===== src/rtl/ksa_gen.sv =====
// ksa_gen: parametrised ARC4 key-scheduling engine driving a 256x8 S memory.
//
// Build option:
//   KSA_INIT_EN  defined   : an INIT pass writes S[n]=n before the KSA loop.
//                undefined : the caller preloads S[n]=n; the loop starts at once.
//
// Parameters:
//   KEY_BYTES   key length in bytes (1..32)
//   RD_LATENCY  S memory read latency in cycles (1..2)
//
// Ports:
//   clk     system clock, rising edge
//   rst_n   asynchronous active-low reset
//   en      start request, honoured only while rdy=1
//   rdy     1 = idle, ready to accept en
//   key     key, byte 0 in the most significant byte
//   addr    S memory address
//   rddata  S memory read data (valid RD_LATENCY cycles after addr)
//   wrdata  S memory write data
//   wren    S memory write enable, one cycle per write
module ksa_gen #(
    parameter int unsigned KEY_BYTES  = 3,
    parameter int unsigned RD_LATENCY = 1
) (
    input  logic                   clk,
    input  logic                   rst_n,
    input  logic                   en,
    output logic                   rdy,
    input  logic [8*KEY_BYTES-1:0] key,
    output logic [7:0]             addr,
    input  logic [7:0]             rddata,
    output logic [7:0]             wrdata,
    output logic                   wren
);

    localparam int unsigned KEY_W        = 8 * KEY_BYTES;
    localparam int unsigned KIDX_W       = (KEY_BYTES > 1) ? $clog2(KEY_BYTES) : 1;
    localparam logic [KIDX_W-1:0] KIDX_LAST = KIDX_W'(KEY_BYTES - 1);
    localparam bit          TWO_CYCLE_RD = (RD_LATENCY > 1);
    localparam logic [7:0]  LAST_IDX     = 8'hFF;

    typedef enum logic [3:0] {
        S_IDLE,
`ifdef KSA_INIT_EN
        S_INIT,
`endif
        S_RD_I,
        S_WAIT_I,
        S_CAP_I,
        S_RD_J,
        S_WAIT_J,
        S_CAP_J,
        S_WR_J,
        S_WR_I,
        S_DONE
    } state_t;

    state_t              state;
    logic [KEY_W-1:0]    key_q;
    logic [7:0]          i;
    logic [7:0]          j;
    logic [7:0]          si;
    logic [7:0]          sj;
    logic [KIDX_W-1:0]   kidx;

    logic [7:0]          kb_c;
    logic [7:0]          j_next_c;

    // Key byte (i mod KEY_BYTES), selected by the wrapping key index.
    always_comb begin
        kb_c = 8'h00;
        for (int unsigned k = 0; k < KEY_BYTES; k++) begin
            if (kidx == KIDX_W'(k)) begin
                kb_c = key_q[KEY_W-1-8*k -: 8];
            end
        end
    end

    // New j, 8-bit wrap; only meaningful in CAP_I where rddata holds S[i].
    always_comb begin
        j_next_c = j + rddata + kb_c;
    end

    // Control FSM with registered memory-port outputs.
    always_ff @(posedge clk or negedge rst_n) begin
        if (!rst_n) begin
            state  <= S_IDLE;
            rdy    <= 1'b1;
            wren   <= 1'b0;
            addr   <= 8'h00;
            wrdata <= 8'h00;
            i      <= 8'h00;
            j      <= 8'h00;
            si     <= 8'h00;
            sj     <= 8'h00;
            kidx   <= '0;
            key_q  <= '0;
        end else begin
            // Writes are single-cycle; only the write states re-assert wren.
            wren <= 1'b0;
            case (state)
                S_IDLE: begin
                    if (en) begin
                        key_q <= key;
                        i     <= 8'h00;
                        j     <= 8'h00;
                        kidx  <= '0;
                        rdy   <= 1'b0;
                        addr  <= 8'h00;
`ifdef KSA_INIT_EN
                        wrdata <= 8'h00;
                        wren   <= 1'b1;
                        state  <= S_INIT;
`else
                        state  <= S_RD_I;
`endif
                    end
                end

`ifdef KSA_INIT_EN
                // i doubles as the fill counter; cycle n writes S[n]=n.
                S_INIT: begin
                    if (i == LAST_IDX) begin
                        i     <= 8'h00;
                        j     <= 8'h00;
                        addr  <= 8'h00;
                        state <= S_RD_I;
                    end else begin
                        i      <= i + 8'd1;
                        addr   <= i + 8'd1;
                        wrdata <= i + 8'd1;
                        wren   <= 1'b1;
                    end
                end
`endif

                S_RD_I: begin
                    state <= TWO_CYCLE_RD ? S_WAIT_I : S_CAP_I;
                end

                S_WAIT_I: begin
                    state <= S_CAP_I;
                end

                S_CAP_I: begin
                    si    <= rddata;
                    j     <= j_next_c;
                    addr  <= j_next_c;
                    kidx  <= (kidx == KIDX_LAST) ? '0 : kidx + KIDX_W'(1);
                    state <= S_RD_J;
                end

                S_RD_J: begin
                    state <= TWO_CYCLE_RD ? S_WAIT_J : S_CAP_J;
                end

                S_WAIT_J: begin
                    state <= S_CAP_J;
                end

                S_CAP_J: begin
                    sj     <= rddata;
                    addr   <= j;
                    wrdata <= si;
                    wren   <= 1'b1;
                    state  <= S_WR_J;
                end

                // When i==j both writes carry the same value, leaving S[i] intact.
                S_WR_J: begin
                    addr   <= i;
                    wrdata <= sj;
                    wren   <= 1'b1;
                    state  <= S_WR_I;
                end

                S_WR_I: begin
                    if (i == LAST_IDX) begin
                        state <= S_DONE;
                    end else begin
                        i     <= i + 8'd1;
                        addr  <= i + 8'd1;
                        state <= S_RD_I;
                    end
                end

                S_DONE: begin
                    rdy   <= 1'b1;
                    state <= S_IDLE;
                end

                default: begin
                    rdy   <= 1'b1;
                    state <= S_IDLE;
                end
            endcase
        end
    end

endmodule


===== config.mk =====
export PLATFORM = sky130hd
export DESIGN_NAME = ksa_gen
export DESIGN_NICKNAME = d
export VERILOG_FILES = /design/src/rtl/ksa_gen.sv
export SDC_FILE = /design/constraint.sdc
export NUM_CORES = 1
export LEC_CHECK = 0
export CAP_MARGIN = 30
export CORE_UTILIZATION = 55
export CTS_BUF_LIST = sky130_fd_sc_hd__clkbuf_4 sky130_fd_sc_hd__clkbuf_8 sky130_fd_sc_hd__clkbuf_16
export DETAILED_ROUTE_END_ITERATION = 10
export PLACE_DENSITY_LB_ADDON = 0.1
export SLEW_MARGIN = 20
export SYNTH_ARGS = -nofsm -noshare
export SYNTH_HDL_FRONTEND = slang
export SYNTH_SLANG_ARGS = --single-unit

===== constraint.sdc =====
create_clock -name clk -period 4.45 [get_ports clk]
set_input_delay 0.89 -clock clk [delete_from_list [all_inputs] [get_ports clk]]
set_output_delay 0.89 -clock clk [all_outputs]
set_load 0.02 [all_outputs]

# Word level (Yosys, flattened, before mapping)

Cells that the tools add are included.

Bits in registers: 80
Logic and storage cells: 62

Add/sub/neg operators: 4
Equality and inequality tests: 13
Mux-type cells: 18
Bitwise operators: 1
Reduce and logical (&&, ||, !) cells: 15

Operators with widths:

| cell                | number |
|---|---|
| $pmux 8 s2          | 3 |
| $mux 8              | 5 |
| $pmux 8 s5          | 1 |
| $pmux 4 s7          | 1 |
| $add 8x8->8         | 2 |
| $eq 4x3->1 const B  | 4 |
| $add 8x1->8 const B | 1 |
| $eq 4x2->1 const B  | 2 |
| $eq 8x8->1 const B  | 1 |
| $mux 4              | 2 |
| $reduce_or 8->1     | 1 |
| $reduce_and 2->1    | 3 |
| $reduce_and 3->1    | 2 |
| $reduce_bool 2->1   | 3 |
| $reduce_or 2->1     | 3 |
| $reduce_bool 5->1   | 1 |
| $eq 4x1->1 const B  | 1 |
| $eq 4x4->1 const B  | 1 |
| $logic_not 4->1     | 1 |
| $mux 2              | 2 |
| $ne 2x2->1 const B  | 2 |
| $pmux 2 s2          | 1 |
| $add 2x1->2 const B | 1 |
| $eq 2x1->1 const B  | 1 |
| 5 further kinds     | 6 |

# Longest topological paths before layout

Word-level depth: 6
Depth in mapped cells: 14
Depth with buffers taken out: 13

# Worst setup path after synthesis

No wires, ideal clock.

Path type: reg-to-reg
From: register kidx[0]
To: register addr[7]
Library setup time: 0.126 ns
Data arrival time: 2.948 ns
Slack: 1.376 ns
Cell stages (with the launch flop): 15
Buffers on the path: 1
Period minus slack after synthesis: 3.074 ns
Path through: dfrtp_1 -> buf_1 -> mux2i_1 -> nor2_1 -> a21oi_1 -> fa_1 -> inv_1 -> ha_1 -> inv_1 -> fa_1 -> nor2b_1 -> o31a_1 -> or3_1 -> mux2i_1 -> a221o_1

Cells in the longest elaborated chain, start to end: 6

RTL lines:

| element                  | RTL line | RTL |
|---|---|---|
| start: declaration       | 64       | `logic [KIDX_W-1:0] kidx;` |
| start signal: assignment | 149      | `kidx <= (kidx == KIDX_LAST) ? '0 : kidx + KIDX_W'(1);` |
| $logic_not 2->1          | 73       | `if (kidx == KIDX_W'(k)) begin` |
| $mux 8 (2 in series)     | 73       |  |
| $mux 8 (*)               | 73       |  |
| $add 8x8->8 (*)          | 81       | `j_next_c = j + rddata + kb_c;` |
| $pmux 8 s5 (*)           | 101      | `case (state)` |
| end signal: assignment   | 148      | `addr <= j_next_c;` |
| end signal: assignment   | 163      | `addr <= j;` |
| end signal: assignment   | 171      | `addr <= i;` |
| end: declaration         | 30       | `output logic [7:0] addr,` |

Every way passes the cells marked *; elsewhere a longest branch is shown, timed or not.
A chain may end at the register's enable or synchronous reset.

# Worst setup path after layout

Ends and elaborated chain as after synthesis.

==> flow_summary.ini <==
[outcome]
outcome = finished clean

[pwr]
p_int_mw = 1.43
ir_drop_v = 0.000223
switchingPower_uw = 576
p_per_area_nw_per_um2 = 413
power.share.clock = 0.298
leakagePower_nw = 2.27
power.total_mw = 2.01
p_comb_frac = 0.287
power_frac_seq = 0.414
p_sw_frac = 0.287

[floorplan]
core_area_sq_um = 6940
die_x_um = 87.7
die_h_um = 87.7
io_pins = 53
initial_utilization = 0.582
dieArea_sq_um = 7690
num_rows = 30

[layout]
diodes = 0
drive_above_1_share = 0.147
finish.net_count = 460
area_delta_synth_final_pct = 20.2
seq_area_sq_um = 2000
multi_input_area_sq_um = 1860
nFillCells = 545

[route]
viasPerCell = 5.73
drc_errors = 0
drt_iter0_markers = 167
drt_pass1_iterations = 6
routed_wirelength_mm = 8.61
routed-via-count = 2930
antenna_left = 0
avgRoutedWirePerCell_um = 16.8

[grt]
grt_antenna_before_repair = 0
grt_pass1_vias = 2923
grt_first_pass_wirelength_mm = 14.2
grt_max_degree = 45
grt_overflow_total = 0
track_usage = 0.250

[logic_synthesis]
synth_area_per_cell_sq_um = 11.2
syn_nets = 412
synth_area_sq_um = 4040
yosys.area.top_type_share = 0.489
yosysSeqAreaShare = 0.496
synthDistinctLibCells = 54
ys_warn_count = 0
yosysMostFrequentCell = dfrtp_1
synth_top_area_cell = dfrtp_1
ys_ff_latch = 80
synthTopCellsByArea = dfrtp_1, mux2_2, fa_1
synth_ff_type = dfrtp_1
synth_common_cells = dfrtp_1, nand2_1, mux2_2
synthArstFlopShare = 1.00
synth_edf_count = 0
syn_inst = 362

[timing]
clock.fmax_mhz = 289
finalHoldViolations = 0
setup_viol = 0
rsz0062_at_grt = false
skew_ns = 0.0132
slew_headroom = 0.507
tightest_slew_ns = 0.740
setup_tns_ns = 0
layout_min_cycle_time_ns = 3.46
post-route-period-util = 0.776
setup_ws_ns = 0.995
slew_viol_final = 0

[clock_network]
postCtsHoldBufs = 0
cts_setup_buffers = 0
cts-htree-levels = 3
cts_resized = 0
cts_root_buf = clkbuf_8
cts_sinks = 80
clk_path_buf_depth = 2
clkTransAtPathRegs_ns = 0.08
cts_tree = built
insertion_delay_ns = 0.36
numCtsBuffers = 9

[setup_path]
cp.required_ns = 4.69
cp-end-kind = register
cp-start-kind = register
critical_path_arrival_ns = 3.70
worstSetupPathType = register to register
critPathMaxFanout = 12

[flow_run]
maxCapViolCount = 0

[placed_design]
post-dp-hpwl_mm = 6.18
place.port_buffers = 52
place_congestion = 0.946
pre_cts_slack_ns = 0.890

[worst_hold_path]
hold_path.class = register to register
flip-flops by register name, summed over array words and instances, names as in the netlist, 2 cells and up:
| signal | flops |
|---|---|
| state | 4 |
| wrdata | 8 |
| i | 8 |
| j | 8 |
| kidx | 2 |
| si | 8 |
| key_q | 24 |
| addr | 8 |
| sj | 8 |
per-stage QoR:
| stage | cell area (sq um) | cells | util | hold slack [ns] |
|---|---|---|---|---|
| floorplan | 4040 | 362 | - | 0.438 |
| global placement | 4600 | 492 | 0.662 | 0.450 |
| detailed placement | 4630 | 495 | 0.667 | 0.462 |
| CTS | 4860 | 511 | 0.700 | 0.480 |
| global route | 4860 | 511 | 0.700 | 0.489 |
| finish | 4860 | 511 | 0.700 | 0.477 |
critical path, cell delays in order (launching register included):
cell and delay, ns:
dfrtp_1 0.59, nor2b_1 0.52, a21oi_1 0.23, fa_1 0.46
inv_1 0.07, ha_1 0.19, inv_1 0.06, fa_1 0.38
nor2b_1 0.22, o31a_1 0.17, or3_1 0.10, mux2i_1 0.08
a221o_1 0.28
power groups by stage:
stage	Clock [mW]	Sequential, mW	Combinational (mW)
finish	0.599	0.831	0.576
floorplan	0	0.837	0.413
CTS	0.610	0.831	0.577
global route	0.637	0.837	0.641
detailed placement	0	0.845	0.577
global placement	0	0.844	0.545
layout by cell type, fill, tap and decap left out, types with 5 or more instances in the layout:
master / Yosys / layout
ha_1: 7 / 7
o21ai_0: 22 / 22
mux2i_1: 13 / 13
clkdlybuf4s50_1: 0 / 51
nor3_1: 6 / 6
nand2_1: 33 / 33
nor2_1: 13 / 13
fa_1: 8 / 8
nor3b_1: 8 / 8
dfrtp_1: 79 / 79
a221o_1: 11 / 11
a21o_1: 7 / 7
mux2_2: 32 / 32
inv_1: 20 / 20
clkbuf_8: 0 / 10
o21ai_1: 8 / 8
buf_4: 2 / 5
a21oi_1: 10 / 10
nor2b_1: 5 / 5
final timing paths:
path                              start        end  slack, ns  cells past startpoint
worst max-delay path            kidx[0]    addr[7]       0.99                     12
worst min-delay path              si[7]      si[7]       0.48                      2
worst max register to register  kidx[0]    addr[7]       0.99                     12
worst min register to register    si[7]      si[7]       0.48                      2
max in group asynchronous         rst_n       j[3]       3.35                      2
min in group asynchronous         rst_n  wrdata[7]       0.50                      1
cells by family (layout without fill, tap and decap cells):
family	Yosys count	after routing	share of synthesized area
compound gates	84	84	0.141
fa+ha+maj	15	15	0.0613
flops	80	80	0.496
xor+xnor	7	7	0.0152
simple gates	90	90	0.120
buf+inv	41	94	0.0449
mux	45	45	0.121
layout make-up:
cell class / instances / area share
Sequential cell: 80 / 0.412
Multi-Input combinational cell: 241 / 0.382
Timing Repair Buffer: 58 / 0.119
Clock buffer: 13 / 0.0330
Tap cell: 96 / 0.0247
Inverter: 20 / 0.0154
Clock inverter: 3 / 0.0134
per-layer routing:
layer	share of wire	routed length [um]	global-route usage
met1	0.45	3900	0.334
met2	0.48	4150	0.400
met3	0.044	383	0.0490
met4	0.021	180	0.104
met5	0	0	0
(Power assumes the default switching activity.)
==> RTL change 1 (config.mk and constraints unchanged) <==
Set the parameter `KEY_BYTES` to 5 (it was 3).
--- a/src/rtl/ksa_gen.sv
+++ b/src/rtl/ksa_gen.sv
@@ -19,7 +19,7 @@
 //   wrdata  S memory write data
 //   wren    S memory write enable, one cycle per write
 module ksa_gen #(
-    parameter int unsigned KEY_BYTES  = 3,
+    parameter int unsigned KEY_BYTES  = 5,
     parameter int unsigned RD_LATENCY = 1
 ) (
     input  logic                   clk,
Ports: changed (resized key); port bits go from 53 to 69. No check against the original RTL was run, so the function may have changed too.
==> RTL change 1 against the original RTL <==
Area after synthesis increased by 20%; setup slack got worse by 0.48 ns; sequential power up 20%; wire length increased by 23%; sequential cell count up 17; worst hold slack lost 0.060 ns; cell area rose by 21%; global-route usage grew 0.98 points; clock skew is 0.0023 ns lower; via count grew 24%; total power grew 9.4%.
==> RTL change 1: results (changes against the original RTL) <==
Parameter                              Value

Run status
  Result of the run    complete, no violations

Global routing
  Global Route met1 Usage    37.0% (+3.5 points)
  Largest net degree at the start of global routing    75 (+67%)
  Global-route wire length before repair    17.7 mm (+25%)
  Met3 Use GR    5.13% (+0.23 points)
  Global routing usage on met2    40.8% (+0.82 points)
  Number of global-route vias before repair    3511 (+20%)

CTS
  Number of instances resized during post-cts repair    0 (unchanged)
  Htree depth    3 (unchanged)

Synth
  Compound-Gate Fraction of Synth Area    12.8% (-1.3 points)
  Mux cell area share after synthesis    12.3% (+0.13 points)
  Main area contributors after synthesis    sky130_fd_sc_hd__dfrtp_1 (50%), sky130_fd_sc_hd__mux2_2 (12%), sky130_fd_sc_hd__nand2_1 (4.0%)
  Post-synthesis share of cell area spent on xor and xnor gates    1.45% (-0.068 points)
  Synth Net Count    510 (+24%)
  Post-synth top cells    sky130_fd_sc_hd__dfrtp_1 (96), sky130_fd_sc_hd__nand2_1 (51), sky130_fd_sc_hd__mux2_2 (50)
  Average footprint of a synthesized cell    11.0 um2 (-1.3%)
  Arithmetic-cell share of the synthesized area counting full adders, half adders and majority gates    6.42% (+0.29 points)
  Sequential cell area fraction in the yosys report    50.2% (+0.65 points)
  Count of unique library cells instantiated by Yosys    48 (-11%)

Setup path
  Arrival time reported for the critical path endpoint    4.16 ns (+0.46 ns)
  Worst Path Max Fanout    7 (-5)
  Highest-delay cell along the critical path    sky130_fd_sc_hd__fa_1
  Worst reg2reg setup slack    0.52 ns (-0.48 ns)
  Longest individual stage delay on the worst path    0.51 ns (-0.08 ns)
  Category of cells accounting for the largest share of critical-path delay    compound AO/OA/AOI/OAI gates
  Worst flop-to-flop path endpoint    addr[5]
  Length in cells of the worst reg-to-reg path    17 (+5)

Placed design
  Total instance count after detailed placement    597 (+21%)
  Detail Placement HPWL    7.68 mm (+24%)
  Final weighted congestion in routability-driven placement    0.891 (-5.8%)
  Placed inst area    5610 um2 (+21%)
  PortBufs    68 (+31%)

STA
  Largest clock skew in the final design    0.0109 ns (-0.00230 ns)
  Final hold slack    0.416 ns (-0.0604 ns)
  Max_slew headroom    45.8% (-4.9 points)

Routing
  Routed WL    10.6 mm (+23%)
  Routed via count divided by cell count    5.91 (+3.1%)
  Length of routed wiring on met1    5.01 mm (+28%)
  DR WL met2    5.02 mm (+21%)
  Sum of met3 wire segment lengths after detailed routing    424 um (+11%)
  Number of violations reported at the end of detailed-routing iteration 0    207 (+24%)
  First drt pass iteration count    5 (-1)

Final layout
  Number of inserted filler cells in the final layout    629 (+15%)
  Flip-flop count of the largest register after layout    40 (+67%)
  Final #Nets    575 (+25%)
  Non-filler cells in the finished layout    613 (+20%)
  Share of post-route cells with drive strength above 1    16.1% (+1.4 points)

Pwr
  Sequential Power Share    45.3% (+3.9 points)
  Peak supply drop    0.237 mV (+6.1%)
  Pleak    0.00271 uW (+19%)
  Part of the total power dissipated in combinational logic    25.3% (-3.4 points)
  Internal power    1570 uW (+10%)

Worst hold path
  Kind of path behind the tightest hold check    in -> async
## RTL change 1: cell count changes in the layout (fill, tap and decap cells not counted), sizes merged, moves of 8 or more
cell | before | now
mux2i | 13 | 3
a21oi | 10 | 22
clkdlybuf4s50 | 51 | 67
nor2 | 13 | 30
inv | 20 | 12
mux2 | 32 | 50
a222oi | 0 | 8
dfrtp | 79 | 96
nand2 | 34 | 51
## RTL change 1: cells by family (layout without fill, tap and decap cells)
logic type                 after synthesis  after routing
muxes                                   53             53
and+or+nand+nor                        137            137
buffers and inverters                   36            105
xor gates and xnor gates                 8              8
DFF                                     97             97
adders and majority gates               20             20
AOI/OAI and AO/OA                       88             88
## RTL change 1: cell type report
| cell class | instances | area [um2] | area share, % |
|---|---|---|---|
| multi-input cells | 306 | 2260 | 38.6 |
| clock inverters | 4 | 76.3 | 1.30 |
| inverters | 13 | 48.8 | 0.832 |
| flip-flops and latches | 97 | 2430 | 41.4 |
| repair buffers | 77 | 766 | 13.1 |
| clock buffers | 11 | 151 | 2.58 |
| well taps | 105 | 131 | 2.24 |
## RTL change 1: worst max path at each step
| stage | startpoint | to | slack [ns] | cells past startpoint |
|---|---|---|---|---|
| finish | kidx[0] | addr[5] | 0.52 | 17 |
| global route | kidx[0] | addr[5] | 0.19 | 17 |
| CTS | kidx[0] | addr[5] | 0.50 | 17 |
| detailed placement | kidx[0] | addr[5] | 0.53 | 17 |
| global placement | kidx[0] | addr[5] | 0.74 | 17 |
| floorplan | kidx[2] | addr[5] | 0.94 | 16 |
## RTL change 1: through the flow
stage / total power, uW / setup WS (ns)
2_1_floorplan: 1370 / 0.942
3_3_place_gp: 1530 / 0.736
3_5_place_dp: 1560 / 0.534
4_1_cts: 2200 / 0.500
5_1_grt: 2310 / 0.193
6_report: 2200 / 0.519
==> RTL change 2 (same settings) <==
Without the edit above. Reset style: synchronous (`rst_n`), changed in one clocked block. Comments in the files are not updated.
--- a/src/rtl/ksa_gen.sv
+++ b/src/rtl/ksa_gen.sv
@@ -82,7 +82,7 @@
     end
 
     // Control FSM with registered memory-port outputs.
-    always_ff @(posedge clk or negedge rst_n) begin
+    always_ff @(posedge clk) begin
         if (!rst_n) begin
             state  <= S_IDLE;
             rdy    <= 1'b1;
Check against the original RTL: differs if rst_n is asserted again (counterexample within 4 cycles, from zero or initial values and one cycle with rst_n low); with rst_n held inactive, the same outputs for 10 cycles.
==> RTL change 2 against the original RTL <==
Sequential share of layout area shrank 6.9 points; area after synthesis shrank 4.5%; wire length grew 7.2%; setup slack lost 0.16 ns; total power grew 0.39%; highest routed layer unchanged; cell area shrank 4.0%; first-iteration DRC count grew 44%; global-route usage grew 2.4 points; worst hold slack lost 0.021 ns; sequential cell count is the same.
==> RTL change 2: results (changes against the original RTL) <==
Parameter                              Value

Run status
  Result of the run    complete, no violations

Final layout
  Fraction of area in registers    34.3% (-6.9 points)
  Final #Nets    572 (+24%)
  Share of post-route cells with drive strength above 1    6.45% (-8.2 points)
  Count of plain and timing-repair buffers    57 (-1.7%)
  Non-clock buffer area fraction after layout    12.0% (+0.046 points)
  Num sequential    80 (unchanged)
  Fraction of standard cell area in multi-input logic    44.5% (+6.3 points)
  Number of inserted filler cells in the final layout    576 (+5.7%)
  Layout clock buffer count    9 (-4)

Setup path
  Launching instance or port of the critical path    kidx[1]
  Highest-delay cell along the critical path    sky130_fd_sc_hd__dfxtp_1
  Worst reg2reg setup slack    0.83 ns (-0.16 ns)
  Worst flop-to-flop path endpoint    addr[7]
  Longest individual stage delay on the worst path    0.54 ns (-0.05 ns)
  Arrival time reported for the critical path endpoint    3.85 ns (+0.15 ns)
  Length in cells of the worst reg-to-reg path    13 (+1)

Synth
  Sequential cell area fraction in the yosys report    41.5% (-8.1 points)
  Compound-Gate Fraction of Synth Area    18.6% (+4.5 points)
  Post-synthesis share of cell area spent on xor and xnor gates    2.04% (+0.53 points)
  Mux cell area share after synthesis    2.92% (-9.2 points)
  Arithmetic-cell share of the synthesized area counting full adders, half adders and majority gates    6.42% (+0.29 points)
  Post-synth top cells    sky130_fd_sc_hd__nand2_1 (109), sky130_fd_sc_hd__dfxtp_1 (80), sky130_fd_sc_hd__a21oi_1 (71)
  Synth Net Count    530 (+29%)
  Main area contributors after synthesis    sky130_fd_sc_hd__dfxtp_1 (42%), sky130_fd_sc_hd__nand2_1 (11%), sky130_fd_sc_hd__a21oi_1 (9.2%)
  Count of unique library cells instantiated by Yosys    53 (-1.9%)
  Asr flop ratio synth    0% (-100 points)

Routing
  First drt pass iteration count    5 (-1)
  Routed WL    9.23 mm (+7.2%)
  Number of vias in the routed layout    3446 (+18%)
  Number of violations reported at the end of detailed-routing iteration 0    240 (+44%)

Placed design
  Final weighted congestion in routability-driven placement    0.835 (-12%)
  Post-place setup slack    0.626 ns (-0.264 ns)
  Detail Placement HPWL    6.41 mm (+3.6%)

Global routing
  Combined global-route utilization of all metal layers    27.3% (+2.4 points)
  Global-route wire length before repair    15.6 mm (+9.8%)
  Largest net degree at the start of global routing    53 (+18%)
  Number of global-route vias before repair    3240 (+11%)

Pwr
  Pleak    0.00170 uW (-25%)
  Peak supply drop    0.290 mV (+30%)

STA
  Largest clock skew in the final design    0.0103 ns (-0.00292 ns)
  Worst-Margin Slew    0.899 ns (+0.159 ns)

Worst hold path
  Hold Path Sink    key_q[11]
  Hold Crit Start    key_q[11]
RTL change 2: changes by cell type in the layout (fill, tap and decap cells not counted), moves of 5 or more:
cell and change:
sky130_fd_sc_hd__a21o_1 -5, sky130_fd_sc_hd__dfxtp_1 +80, sky130_fd_sc_hd__o21ai_0 -5, sky130_fd_sc_hd__nand2_1 +76, sky130_fd_sc_hd__o21ai_1 -7, sky130_fd_sc_hd__a221oi_1 +9, sky130_fd_sc_hd__a21oi_1 +61, sky130_fd_sc_hd__mux2_2 -30
sky130_fd_sc_hd__dfrtp_1 -79, sky130_fd_sc_hd__nor2_1 +33, sky130_fd_sc_hd__xnor2_1 +5, sky130_fd_sc_hd__a221o_1 -10
RTL change 2: metrics by stage:
| step | cells | power [uW] | hold WS, ns | area, um2 |
|---|---|---|---|---|
| global placement | 607 | 1360 | 0.438 | 4420 |
| detailed placement | 607 | 1380 | 0.443 | 4420 |
| CTS | 623 | 2020 | 0.454 | 4660 |
| global route | 623 | 2130 | 0.472 | 4660 |
| finish | 623 | 2010 | 0.456 | 4660 |
| floorplan | 480 | 1220 | 0.432 | 3860 |
RTL change 2: power by group through the flow:
stage,clock network [uW],registers [uW],logic (uW)
floorplan,0,844,378
detailed placement,0,867,510
global placement,0,865,498
global route,691,861,574
finish,651,851,512
CTS,655,852,515
RTL change 2: metal layers:
| metal | GRT usage [%] | vias up | wire (um) |
|---|---|---|---|
| met5 | 0 | - | 0 |
| met4 | 8.94 | 0 | 140 |
| met3 | 4.23 | 14 | 412 |
| met2 | 45.2 | 104 | 4380 |
| met1 | 36.8 | 1615 | 4300 |
| li1 | - | 1713 | - |
RTL change 2: worst min-delay path: cells and delay by family (launching register included):
kind,cells,cell delay (ns)
compound gates,1,0.05
flops,1,0.31
simple gates,1,0.05
